## config.mk

```make
export PLATFORM = sky130hd
export DESIGN_NAME = tx_lane_unpacker
export DESIGN_NICKNAME = d
export VERILOG_FILES = /design/src/rtl/tx_pkg.sv /design/src/rtl/tx_sym_fifo2.sv /design/src/rtl/tx_lane_unpacker.sv
export SDC_FILE = /design/constraint.sdc
export NUM_CORES = 1
export LEC_CHECK = 0
export CORE_MARGIN = 4
export CORE_UTILIZATION = 28
export CTS_CLUSTER_SIZE = 16
export DETAILED_ROUTE_END_ITERATION = 10
export PLACE_DENSITY = 0.54
export SLEW_MARGIN = 30
export SYNTH_ARGS = -nofsm -noshare
export SYNTH_HDL_FRONTEND = slang
export SYNTH_HIERARCHICAL = 1
export SYNTH_SLANG_ARGS = --single-unit
```

## constraint.sdc

```tcl
create_clock -name Bit_Rate_CLK_10 -period 2.47 [get_ports Bit_Rate_CLK_10]
set_input_delay 0.3705 -clock Bit_Rate_CLK_10 [delete_from_list [all_inputs] [get_ports Bit_Rate_CLK_10]]
set_output_delay 0.3705 -clock Bit_Rate_CLK_10 [all_outputs]
set_load 0.02 [all_outputs]
```

## src/rtl/tx_pkg.sv

```systemverilog
// Shared types and helpers for the TX lane unpacker: symbol/word widths,
// DataBusWidth encodings and the buffered word entry.
package tx_pkg;

   localparam int SYM_WIDTH = 8;
   localparam int MAC_WIDTH = 32;
   localparam int K_WIDTH   = MAC_WIDTH / SYM_WIDTH;

   localparam logic [5:0] W8  = 6'd8;
   localparam logic [5:0] W16 = 6'd16;
   localparam logic [5:0] W32 = 6'd32;

   localparam logic [SYM_WIDTH-1:0] IDLE_SYM = 8'h00;

   typedef struct packed {
      logic [MAC_WIDTH-1:0] data;
      logic [K_WIDTH-1:0]   k;
      logic [2:0]           lanes;
   } tx_entry_t;

   typedef struct packed {
      logic [2:0] lanes;
      logic       err;
   } lane_dec_t;

   // Unsupported widths still occupy one lane so the stream never stalls.
   function automatic lane_dec_t width_to_lanes(input logic [5:0] bus_width);
      lane_dec_t dec;
      case (bus_width)
         W32:     dec = '{lanes: 3'd4, err: 1'b0};
         W16:     dec = '{lanes: 3'd2, err: 1'b0};
         W8:      dec = '{lanes: 3'd1, err: 1'b0};
         default: dec = '{lanes: 3'd1, err: 1'b1};
      endcase
      return dec;
   endfunction

endpackage

```

## src/rtl/tx_sym_fifo2.sv

```systemverilog
// Two-entry word buffer between the MAC handshake and the byte serialiser.
// Head entry is presented combinationally; full/empty decode from state only.
//
//   state    | meaning
//   ---------+-----------------------------------------
//   ST_EMPTY | no word buffered
//   ST_ONE   | one word buffered (head valid)
//   ST_TWO   | both entries used; pushes are refused
module tx_sym_fifo2
   import tx_pkg::*;
#(
   parameter int DEPTH = 2
) (
   input  logic      clk,
   input  logic      rst_n,
   input  logic      push,
   input  logic      pop,
   input  tx_entry_t wr_entry,
   output tx_entry_t rd_entry,
   output logic      full,
   output logic      empty
);

   typedef enum logic [1:0] {
      ST_EMPTY = 2'd0,
      ST_ONE   = 2'd1,
      ST_TWO   = 2'd2
   } occ_state_t;

   occ_state_t state;
   logic       wr_ptr;
   logic       rd_ptr;
   logic       do_push;
   logic       do_pop;
   tx_entry_t  mem [DEPTH];

   // A push is refused in ST_TWO even if the head pops that cycle, so ready
   // never depends on the pop path.
   assign do_push  = push & (state != ST_TWO);
   assign do_pop   = pop & (state != ST_EMPTY);
   assign full     = (state == ST_TWO);
   assign empty    = (state == ST_EMPTY);
   assign rd_entry = mem[rd_ptr];

   // Occupancy FSM, pointers and storage.
   always_ff @(posedge clk or negedge rst_n) begin
      if (!rst_n) begin
         state  <= ST_EMPTY;
         wr_ptr <= 1'b0;
         rd_ptr <= 1'b0;
         for (int i = 0; i < DEPTH; i++) begin
            mem[i] <= '0;
         end
      end else begin
         if (do_push) begin
            mem[wr_ptr] <= wr_entry;
            wr_ptr      <= ~wr_ptr;
         end
         if (do_pop) begin
            rd_ptr <= ~rd_ptr;
         end
         case ({do_push, do_pop})
            2'b10:   state <= (state == ST_EMPTY) ? ST_ONE : ST_TWO;
            2'b01:   state <= (state == ST_TWO) ? ST_ONE : ST_EMPTY;
            default: state <= state;
         endcase
      end
   end

endmodule

```

## src/rtl/tx_lane_unpacker.sv

```systemverilog
// Byte serialiser feeding the 8b/10b encoder. Buffers up to two MAC words
// and emits one symbol per Bit_Rate_CLK_10 cycle with no bubble between words.
// Optional feature macro: TX_IDLE_FILL_EN -- when defined, empty cycles emit a
// valid logical idle (8'h00, K=0) instead of dropping Sym_Valid.
module tx_lane_unpacker
   import tx_pkg::tx_entry_t;
   import tx_pkg::lane_dec_t;
   import tx_pkg::width_to_lanes;
#(
   parameter int DATA_WIDTH = 32,
   parameter int SYM_WIDTH  = 8,
   parameter int DEPTH      = 2
) (
   input  logic                    Bit_Rate_CLK_10,
   input  logic                    Reset_n,
   input  logic [DATA_WIDTH-1:0]   MAC_TX_Data,
   input  logic [DATA_WIDTH/8-1:0] MAC_TX_DataK,
   input  logic                    MAC_Data_En,
   input  logic [5:0]              DataBusWidth,
   output logic                    MAC_Ready,
   output logic [SYM_WIDTH-1:0]    Sym_Data,
   output logic                    Sym_K,
   output logic                    Sym_Valid,
   output logic                    Width_Err
);

   logic                 ready_en;
   logic                 fifo_full;
   logic                 fifo_empty;
   logic                 push;
   logic                 pop;
   logic                 lane_last;
   logic [1:0]           lane_idx;
   lane_dec_t            dec;
   tx_entry_t            wr_entry;
   tx_entry_t            head;
   logic [SYM_WIDTH-1:0] sym_data_q;
   logic                 sym_k_q;
   logic                 sym_valid_q;
   logic                 width_err_q;

   assign dec       = width_to_lanes(DataBusWidth);
   assign wr_entry  = '{data: MAC_TX_Data, k: MAC_TX_DataK, lanes: dec.lanes};
   assign MAC_Ready = ready_en & ~fifo_full;
   assign push      = MAC_Data_En & MAC_Ready;
   assign lane_last = ({1'b0, lane_idx} == (head.lanes - 3'd1));
   assign pop       = ~fifo_empty & lane_last;

   tx_sym_fifo2 #(
      .DEPTH(DEPTH)
   ) u_fifo (
      .clk      (Bit_Rate_CLK_10),
      .rst_n    (Reset_n),
      .push     (push),
      .pop      (pop),
      .wr_entry (wr_entry),
      .rd_entry (head),
      .full     (fifo_full),
      .empty    (fifo_empty)
   );

   // Hold off ready until the first edge after reset release.
   always_ff @(posedge Bit_Rate_CLK_10 or negedge Reset_n) begin
      if (!Reset_n) begin
         ready_en <= 1'b0;
      end else begin
         ready_en <= 1'b1;
      end
   end

   // Lane walk over the head word and registered symbol outputs.
   always_ff @(posedge Bit_Rate_CLK_10 or negedge Reset_n) begin
      if (!Reset_n) begin
         lane_idx    <= 2'd0;
         sym_data_q  <= '0;
         sym_k_q     <= 1'b0;
         sym_valid_q <= 1'b0;
         width_err_q <= 1'b0;
      end else begin
         width_err_q <= push & dec.err;
         if (!fifo_empty) begin
            sym_data_q  <= head.data[{lane_idx, 3'b000} +: SYM_WIDTH];
            sym_k_q     <= head.k[lane_idx];
            sym_valid_q <= 1'b1;
            lane_idx    <= lane_last ? 2'd0 : lane_idx + 2'd1;
         end else begin
`ifdef TX_IDLE_FILL_EN
            sym_data_q  <= tx_pkg::IDLE_SYM;
            sym_k_q     <= 1'b0;
            sym_valid_q <= 1'b1;
`else
            sym_valid_q <= 1'b0;
`endif
         end
      end
   end

   assign Sym_Data  = sym_data_q;
   assign Sym_K     = sym_k_q;
   assign Sym_Valid = sym_valid_q;
   assign Width_Err = width_err_q;

endmodule

```

==> impl_metrics.tcl, run 1 <==
set metrics [dict create \
    num_rows 46 \
    finClkSkew_ps 6.29 \
    max_freq_ghz 0.430 \
    crit_arrival_ps 2560 \
    ys.flop_type "dfrtp_1" \
    cp-start-kind "register" \
    peakVddDrop_mv 0.411 \
    synth_top_area_cell "dfrtp_1" \
    grt_first_pass_wirelength_um 16300 \
    synth_edf_count 0 \
    io_pins 57 \
    share_comb_of_total_power_pct 43.4 \
    firstDrtPassIters 6 \
    post_synth.cell_area_avg_um2 14.3 \
    core_mm2 0.0158 \
    synth_cell_types 36 \
    globalplace.congestion 0.742 \
    synth_fp_nets 363 \
    clk_pin_slew_ps 60 \
    power.density_mw_per_mm2 1280 \
    p_seq_share_pct 37.7 \
    reg2reg_setup_slack_ps 140 \
    async_reset_ff_share_pct 100 \
    antenna_cells 0 \
    syn_inst 316 \
    fin_nets 423 \
    antenna_found_initial 0 \
    hold_path_class "in -> async" \
    r2r_cells 10 \
    grtUsageTotal_pct 11.5 \
    die_x_um 135 \
    viasPerCell 4.49 \
    grt_max_degree 41 \
    fp.dieH_um 135 \
    intPower_w 0.00495 \
    yosys-top-cells-count "mux2_2, dfrtp_1, nand2_1, mux2_1, mux2i_1" \
    end_kind "register" \
    cp_max_fo 5 \
    cts_buffers 9 \
    holdWs_ps 4.54 \
    drc 0 \
    cts_tree "done" \
    cts.sinks 96 \
    cts_root_buffer "clkbuf_16" \
    h-tree-depth 3 \
    synth.area.top_cells "dfrtp_1, mux2_2, mux2_1" \
    timing.rr.end "u_fifo/state[0]$_DFFE_PN0P_" \
    finalCriticalPeriod_ps 2330 \
    worstSetupPathType "reg -> reg" \
    dr_total_vias 2679 \
    setup_viol 0 \
    first_iter_violations 126 \
    drive_above_1_share_pct 39.7 \
    wirelength_um 9880 \
    finalMaxSlewViolations 0 \
    start_util_pct 28.6 \
    post_drt_wl_per_cell_um 16.6 \
    yosysMostFrequentCell "mux2_2" \
    netlist_area_mm2 0.00452 \
    finalCritPeriodShare_pct 94.3 \
    critical_path_required_ps 2700 \
    startpoint "u_fifo/rd_ptr$_DFFE_PN0P_" \
    p_sw_share_pct 31.7 \
    tns_ps 0 \
    worstMarginPinSlew_ps 616 \
    yosysWarnings 6 \
    outcome "completed" \
    first_global_vias 3023 \
    clk-insertion-delay-late_ps 340 \
    p_switching_w 0.00229 \
    final-hold-violation-count 0 \
    dieArea_mm2 0.0183 \
    clock_path_buffers 2 \
    yosysSeqAreaShare_pct 53.1 \
    grt_overflow 0 \
    synthToLayoutAreaGrowth_pct 24.8 \
    power_leakage_nw 2.36 \
    netlist.area_leader.share_pct 53.1 \
    clkPwrFrac_pct 19.0 \
    io_buffers 56 \
    antenna_left 0 \
    reg2reg_from "u_fifo/rd_ptr$_DFFE_PN0P_" \
    maxCapViolations 0 \
    slew_headroom_pct 58.8 \
    hpwl_um 6770 \
    yosys_register_bits 96 \
]
how the worst max path moves through the flow:
stage	endpoint	slack [ps]
after floorplan	u_fifo/state[0]$_DFFE_PN0P_	10
after global placement	u_fifo/state[0]$_DFFE_PN0P_	80
after detailed placement	u_fifo/state[0]$_DFFE_PN0P_	1
after CTS	u_fifo/state[0]$_DFFE_PN0P_	20
after global routing	u_fifo/state[0]$_DFFE_PN0P_	-20
final	u_fifo/state[0]$_DFFE_PN0P_	140
cell families (layout without fill, tap and decap cells):
logic type | after synthesis | count (layout) | synth area share, %
and+or+nand+nor | 34 | 34 | 4.23
other | 1 | 1 | 0.0829
xor gates and xnor gates | 6 | 6 | 1.16
AOI/OAI and AO/OA | 19 | 19 | 3.54
DFF | 96 | 96 | 53.1
adders and majority gates | 2 | 2 | 0.553
buffers and inverters | 23 | 87 | 3.46
muxes | 135 | 135 | 33.9
cells in the final DEF (no fill, tap or decap), types with 2 or more instances in the layout:
cell	synthesis	final
a21oi_1	3	3
buf_12	1	4
buf_4	3	7
clkbuf_16	0	9
clkdlybuf4s50_1	0	55
clkinv_2	0	3
dfrtp_1	96	95
ha_1	2	2
inv_1	5	5
mux2_1	10	10
mux2_2	110	110
mux2_4	6	6
mux2i_1	9	9
nand2_1	14	14
nand2b_1	5	5
nor2_1	2	2
nor3_1	3	3
o21ai_0	4	4
o221a_1	6	6
o221a_2	3	3
xnor2_1	3	3
xor2_1	3	3
power groups by stage:
stage	logic, W	registers (W)	clock network (W)
finish	0.00314	0.00273	0.00137
global route	0.00343	0.00283	0.00147
CTS	0.00315	0.00274	0.00142
detailed placement	0.00313	0.00277	0
global placement	0.00307	0.00272	0
floorplan	0.00229	0.00272	0
sequential cells by signal, summed over array words and instances (netlist names):
register       flops
u_fifo/mem        78
Sym_Data           8
lane_idx           2
u_fifo/state       2
Sym_K              1
Sym_Valid          1
Width_Err          1
ready_en           1
u_fifo/rd_ptr      1
u_fifo/wr_ptr      1
through the flow:
stage	utilization, %	setup WS, ps	std cells	total power, W	cell area (um2)
2_1_floorplan	-	13.9	316	0.00501	4520
3_3_place_gp	33.7	75.2	580	0.00579	5340
3_5_place_dp	33.7	1.12	580	0.00589	5340
4_1_cts	35.5	18.0	595	0.00731	5630
5_1_grt	35.7	-17.6	596	0.00774	5650
6_report	35.7	142	596	0.00724	5650
routing by layer:
metal  share of wire [%]  track usage, %  vias up  wire (um)
li1                    -               -     1253          -
met1                  46            14.9     1368       4520
met2                  49            18.8       42       4850
met3                 3.1            2.68       16        311
met4                 2.0            4.59        0        201
met5                   0               0        -          0
critical path, cell delays in order (launching register included):
cell	delay, ps
dfrtp_2	400
mux2_2	370
inv_1	90
ha_1	270
xnor2_1	170
nor4_2	160
nor2b_4	190
ha_1	190
xor2_1	160
nor3_1	60
a21o_1	150
cell type report:
class / instances / area, um2
tap: 216 / 270
inverter: 6 / 22.5
fill: 1538 / 10200
clock inverter: 4 / 45.0
clock buffer: 11 / 243
timing repair buffer: 66 / 683
multi-input combinational: 197 / 1980
sequential: 96 / 2400
repair_timing:
item,4_1_cts,5_1_grt
buffers inserted,0,1
setup endpoints to repair,1,2
pin swaps,0,1
cloned,0,0
gates resized for setup,1,3
hold buffers,0,0
No activity file was read; power rests on OpenSTA's default activity.
==> run 2, diff against run 1 <==
--- a/config.mk
+++ b/config.mk
@@ -10,6 +10,7 @@
 export CTS_CLUSTER_SIZE = 16
 export DETAILED_ROUTE_END_ITERATION = 10
 export PLACE_DENSITY = 0.54
+export SKIP_LAST_GASP = 1
 export SLEW_MARGIN = 30
 export SYNTH_ARGS = -nofsm -noshare
 export SYNTH_HDL_FRONTEND = slang
==> constraint.sdc (replaced) <==
create_clock -name Bit_Rate_CLK_10 -period 1.96 [get_ports Bit_Rate_CLK_10]
set_input_delay 0.294 -clock Bit_Rate_CLK_10 [delete_from_list [all_inputs] [get_ports Bit_Rate_CLK_10]]
set_output_delay 0.294 -clock Bit_Rate_CLK_10 [all_outputs]
set_load 0.02 [all_outputs]
==> impl_metrics.tcl, run 2 (synthesis gave the netlist of run 1 again) <==
set metrics [dict create \
    outcome "finished with violations" \
    violations "setup timing" \
    viasPerCell 4.46 \
    drive_above_1_share_pct 43.9 \
    p_switching_w 0.00303 \
    p_seq_share_pct 36.6 \
    holdWs_ps 434 \
    totalPowerFinal_w 0.00940 \
    clock_path_buffers 2 \
    largest_reg_flops 78 \
    start_util_pct 28.6 \
    h-tree-depth 3 \
    dieArea_mm2 0.0183 \
    finClkSkew_ps 4.30 \
    fillers 1518 \
    final_common_cell "mux2_2" \
    power_leakage_nw 2.45 \
    largest_register "u_fifo/mem" \
    io_buffers 56 \
    clk-insertion-delay-late_ps 340 \
    final_cell_area_mm2 0.00585 \
    p_sw_share_pct 32.3 \
    drc 0 \
    grt_max_degree 37 \
    dpl.cell_count 589 \
    clk_pin_slew_ps 70 \
    end_kind "register" \
    post_drt_wl_per_cell_um 16.7 \
    antenna_left 0 \
    max_freq_ghz 0.472 \
    share_comb_of_total_power_pct 45.7 \
    wirelength_um 10200 \
    antenna_cells 0 \
    io_pins 57 \
    critical_path_required_ps 2190 \
    cts_buffers 9 \
    cts.sinks 96 \
    intPower_w 0.00636 \
    cp_max_fo 4 \
    grt_first_pass_wirelength_um 16200 \
    crit_arrival_ps 2360 \
    globalplace.congestion 0.678 \
    setup_slack_ps -160 \
    fp.dieH_um 135 \
    hold_path_class "in -> async" \
    antenna_found_initial 0 \
    worstSetupPathType "reg -> reg" \
    cts_root_buffer "clkbuf_16" \
    num_rows 46 \
    power.density_mw_per_mm2 1600 \
    finalMaxSlewViolations 0 \
    setup_viol 2 \
    cp-start-kind "register" \
    cts_tree "done" \
    core_mm2 0.0158 \
    final-hold-violation-count 0 \
    instances_no_fill 610 \
    mostFrequentLayoutCells "mux2_2, dfrtp_1, clkdlybuf4s50_1, buf_4, nand2_1" \
    maxCapViolations 0 \
    reg2reg_from "u_fifo/rd_ptr$_DFFE_PN0P_" \
    startpoint "u_fifo/rd_ptr$_DFFE_PN0P_" \
    grt_overflow 0 \
    dr_total_vias 2722 \
    grtUsageTotal_pct 11.6 \
    die_x_um 135 \
    firstDrtPassIters 4 \
    hpwl_um 6860 \
    postPlaceCellArea_mm2 0.00546 \
    first_global_vias 3047 \
    finalCriticalPeriod_ps 2120 \
    clkPwrFrac_pct 17.7 \
    finalCritPeriodShare_pct 108 \
    finish.utilization_pct 37.0 \
    first_iter_violations 67 \
    synthToLayoutAreaGrowth_pct 29.4 \
    fin_nets 436 \
    peakVddDrop_mv 0.581 \
    rsz0062_at_grt "yes" \
]
[run 2: routing by layer]
metal | global-route usage (%) | wire length (um)
met4 | 3.86 | 144
met3 | 3.20 | 381
met2 | 19.7 | 5040
met1 | 14.1 | 4600
met5 | 0 | 0
[run 2: worst max-delay path: stages, from the launching register on]
cell and delay (ps):
dfrtp_1 430, mux2_4 330, inv_4 70, ha_4 210, xnor2_2 140, nor4_2 140
nor2b_4 210, ha_4 140, xor2_1 140, nor3_1 60, a21o_1 150
[run 2: layout make-up]
| type | instances | area (um2) | area share (%) |
|---|---|---|---|
| clock buffer | 10 | 239 | 4.08 |
| clock inverter | 6 | 45.0 | 0.769 |
| tap | 216 | 270 | 4.62 |
| inverter | 6 | 25.0 | 0.427 |
| multi-input combinational | 197 | 2040 | 34.8 |
| sequential | 96 | 2400 | 41.1 |
| timing repair buffer | 79 | 832 | 14.2 |
[run 2: power by group through the flow]
stage               registers [W]  logic (W)  clock network (W)
finish                    0.00344    0.00429            0.00166
global route              0.00356    0.00467            0.00181
CTS                       0.00344    0.00427            0.00172
detailed placement        0.00348    0.00421                  0
global placement          0.00342    0.00413                  0
floorplan                 0.00343    0.00301                  0
[run 2: path summary, 6_finish.rpt]
path / to / slack, ps / cells past startpoint
setup reg to reg: u_fifo/state[0]$_DFFE_PN0P_ / -160 / 10
setup / recovery: u_fifo/state[0]$_DFFE_PN0P_ / -160 / 10
min in group Bit_Rate_CLK_10: u_fifo/mem[56]$_DFFE_PN0P_ / 480 / 1
max in group asynchronous: u_fifo/mem[64]$_DFFE_PN0P_ / 990 / 3
hold / removal: ready_en$_DFF_PN0_ / 430 / 2
hold reg to reg: u_fifo/mem[56]$_DFFE_PN0P_ / 480 / 1
[run 2: repair_timing]
action / in CTS / in global routing
hold buffers: 1 / 0
endpoints found under the hold margin: 29 / 0
gates cloned: 0 / 1
setup buffers: 2 / 2
gates resized for setup: 5 / 6
setup endpoints to repair: 14 / 42
[run 2: metrics by stage]
stage	setup WS (ps)	setup TNS [ps]
2_1_floorplan	-245	-408
3_3_place_gp	-219	-1680
3_5_place_dp	-260	-1640
4_1_cts	-243	-433
5_1_grt	-267	-598
6_report	-160	-253
==> run 3, diff against run 2 <==
--- a/config.mk
+++ b/config.mk
@@ -14,5 +14,4 @@
 export SLEW_MARGIN = 30
 export SYNTH_ARGS = -nofsm -noshare
 export SYNTH_HDL_FRONTEND = slang
-export SYNTH_HIERARCHICAL = 1
 export SYNTH_SLANG_ARGS = --single-unit
==> impl_metrics.tcl, run 3 <==
set metrics [dict create \
    r2r_cells 8 \
    drc 0 \
    final_common_cell "dfrtp_1" \
    finalCriticalPeriod_ps 2010 \
    fin_nets 437 \
    clock_path_buffers 2 \
    yosys_register_bits 96 \
    grtUsageTotal_pct 11.8 \
    antenna_cells 0 \
    grt_max_degree 54 \
    h-tree-depth 3 \
    async_reset_ff_share_pct 100 \
    syn_inst 324 \
    power_leakage_nw 2.43 \
    postPlaceCellArea_mm2 0.00525 \
    final_cell_area_mm2 0.00554 \
    hold_path_class "in -> async" \
    intPower_w 0.00568 \
    critical_path_required_ps 2190 \
    yosysSeqAreaShare_pct 54.9 \
    final-hold-violation-count 0 \
    p_sw_share_pct 35.4 \
    outcome "finished with violations" \
    cts_root_buffer "clkbuf_16" \
    synth_cell_types 35 \
    drive_above_1_share_pct 11.1 \
    timing.rr.end "u_fifo.state[0]$_DFFE_PN0P_" \
    clkPwrFrac_pct 18.5 \
    first_iter_violations 140 \
    finClkSkew_ps 5.38 \
    synth.area.top_cells "dfrtp_1, mux2_1, mux2i_1" \
    power.density_mw_per_mm2 1590 \
    p_switching_w 0.00311 \
    cts_buffers 9 \
    share_comb_of_total_power_pct 41.7 \
    yosysWarnings 0 \
    slew_headroom_pct 53.6 \
    yosys-top-cells-count "dfrtp_1, mux2_1, mux2i_1, nand2_1, a22oi_1" \
    reg2reg_setup_slack_ps -50 \
    cts_tree "done" \
    end_kind "register" \
    cp-start-kind "register" \
    finalMaxSlewViolations 0 \
    finalCritPeriodShare_pct 103 \
    maxCapViolations 0 \
    start_util_pct 28.7 \
    hpwl_um 6790 \
    globalplace.congestion 0.753 \
    max_freq_ghz 0.496 \
    worstMarginPinSlew_ps 696 \
    core_mm2 0.0153 \
    largest_reg_flops 78 \
    io_buffers 56 \
    synth_fp_nets 371 \
    first_global_vias 3142 \
    cts.sinks 96 \
    grt_overflow 0 \
    yosysMostFrequentCell "dfrtp_1" \
    p_seq_share_pct 39.8 \
    fp.dieH_um 133 \
    clk_pin_slew_ps 70 \
    netlist_area_mm2 0.00438 \
    num_rows 45 \
    synthToLayoutAreaGrowth_pct 26.5 \
    dieArea_mm2 0.0177 \
    grt_first_pass_wirelength_um 16400 \
    netlist.area_leader.share_pct 54.9 \
    clk-insertion-delay-late_ps 340 \
    ys.flop_type "dfrtp_1" \
    setup_viol 1 \
    wirelength_um 9830 \
    die_x_um 133 \
    viasPerCell 4.52 \
    reg2reg_from "u_fifo.rd_ptr$_DFFE_PN0P_" \
    crit_arrival_ps 2250 \
    worstSetupPathType "reg -> reg" \
    dr_total_vias 2739 \
    post_synth.cell_area_avg_um2 13.5 \
    firstDrtPassIters 4 \
    cp_max_fo 4 \
    totalPowerFinal_w 0.00879 \
    post_drt_wl_per_cell_um 16.2 \
    rsz0062_at_grt "yes" \
    peakVddDrop_mv 0.526 \
    io_pins 57 \
    mostFrequentLayoutCells "dfrtp_1, mux2_1, clkdlybuf4s50_1, mux2i_1, nand2_1" \
    largest_register "u_fifo.mem" \
    violations "setup timing" \
    synth_top_area_cell "dfrtp_1" \
    synth_edf_count 0 \
    antenna_left 0 \
    antenna_found_initial 0 \
    setup_slack_ps -54.8 \
]
-- run 3: changes by cell type in the layout (fill, tap and decap cells not counted), moves of 5 or more --
cell / before / now
mux2_1: 10 / 76
mux2_2: 108 / 0
mux2_4: 8 / 0
o221a_1: 6 / 0
a22oi_1: 0 / 18
nand2b_1: 5 / 0
nand3_1: 1 / 10
mux2i_1: 9 / 37
nand2_1: 14 / 21
-- run 3: metal layers --
layer | up-vias | global-route usage [%] | part of all wire, %
met4 | 0 | 3.81 | 1.3
li1 | 1290 | - | -
met2 | 38 | 19.2 | 48
met1 | 1401 | 15.4 | 48
met5 | - | 0 | 0
met3 | 10 | 2.93 | 2.6
-- run 3: how the worst max path moves through the flow --
stage	start	endpoint	slack [ps]	cells after the start
floorplan	u_fifo.rd_ptr$_DFFE_PN0P_	u_fifo.state[0]$_DFFE_PN0P_	-230	11
global placement	u_fifo.rd_ptr$_DFFE_PN0P_	u_fifo.state[0]$_DFFE_PN0P_	7	8
detailed placement	u_fifo.rd_ptr$_DFFE_PN0P_	u_fifo.state[0]$_DFFE_PN0P_	-60	8
CTS	u_fifo.rd_ptr$_DFFE_PN0P_	u_fifo.state[0]$_DFFE_PN0P_	-70	8
global route	u_fifo.rd_ptr$_DFFE_PN0P_	u_fifo.state[0]$_DFFE_PN0P_	-170	8
finish	u_fifo.rd_ptr$_DFFE_PN0P_	u_fifo.state[0]$_DFFE_PN0P_	-50	8
-- run 3: final cells by class --
type	instances	area [um2]
flip-flops and latches	96	2400
well taps	211	264
clock inverters	7	46.3
multi-input cells	206	1850
fillers	1484	9720
inverters	2	7.51
clock buffers	9	225
repair buffers	75	739
-- run 3: what timing repair did --
item / CTS / global route
gates resized for setup: 1 / 0
hold buffers: 1 / 0
setup endpoints to repair: 2 / 2
buffers inserted: 0 / 1
hold endpoints to repair: 29 / 0
-- run 3: worst max-delay path, stage by stage (launching register included) --
cell and delay [ps]:
dfrtp_2 440, mux2i_2 160, ha_1 350, xnor2_2 170, nor4_4 230, ha_4 190, xor2_1 160, nor3_1 60
a21o_1 150
-- run 3: logic make-up (layout without fill, tap and decap cells) --
family	Yosys count	in the layout	share of synthesized area (%)
AO/OA/AOI/OAI	29	29	4.46
XOR/XNOR	7	7	1.57
adder cells (fa/ha/maj)	2	2	0.572
buffers and inverters	22	93	3.29
flip-flops	96	96	54.9
multiplexers	115	115	28.9
other	1	1	0.0857
AND/OR/NAND/NOR	52	52	6.26
-- run 3: per-stage QoR --
stage / cells / hold WS, ps / utilization [%] / setup slack, ps / TNS, ps
after CTS: 605 / 453 / 36.2 / -73.8 / -73.8
after floorplan: 324 / -1.59 / - / -235 / -475
final: 606 / 433 / 36.3 / -54.8 / -54.8
after detailed placement: 588 / 273 / 34.4 / -55.3 / -55.3
after global placement: 588 / 260 / 34.4 / 7.26 / 0
after global routing: 606 / 491 / 36.3 / -175 / -236
-- run 3: power groups by stage --
stage	Sequential (W)	Clock (W)	Combinational [W]
after global placement	0.00348	0	0.00363
after CTS	0.00351	0.00167	0.00372
final	0.00350	0.00163	0.00367
after detailed placement	0.00353	0	0.00370
after global routing	0.00362	0.00176	0.00409
after floorplan	0.00348	0	0.00256
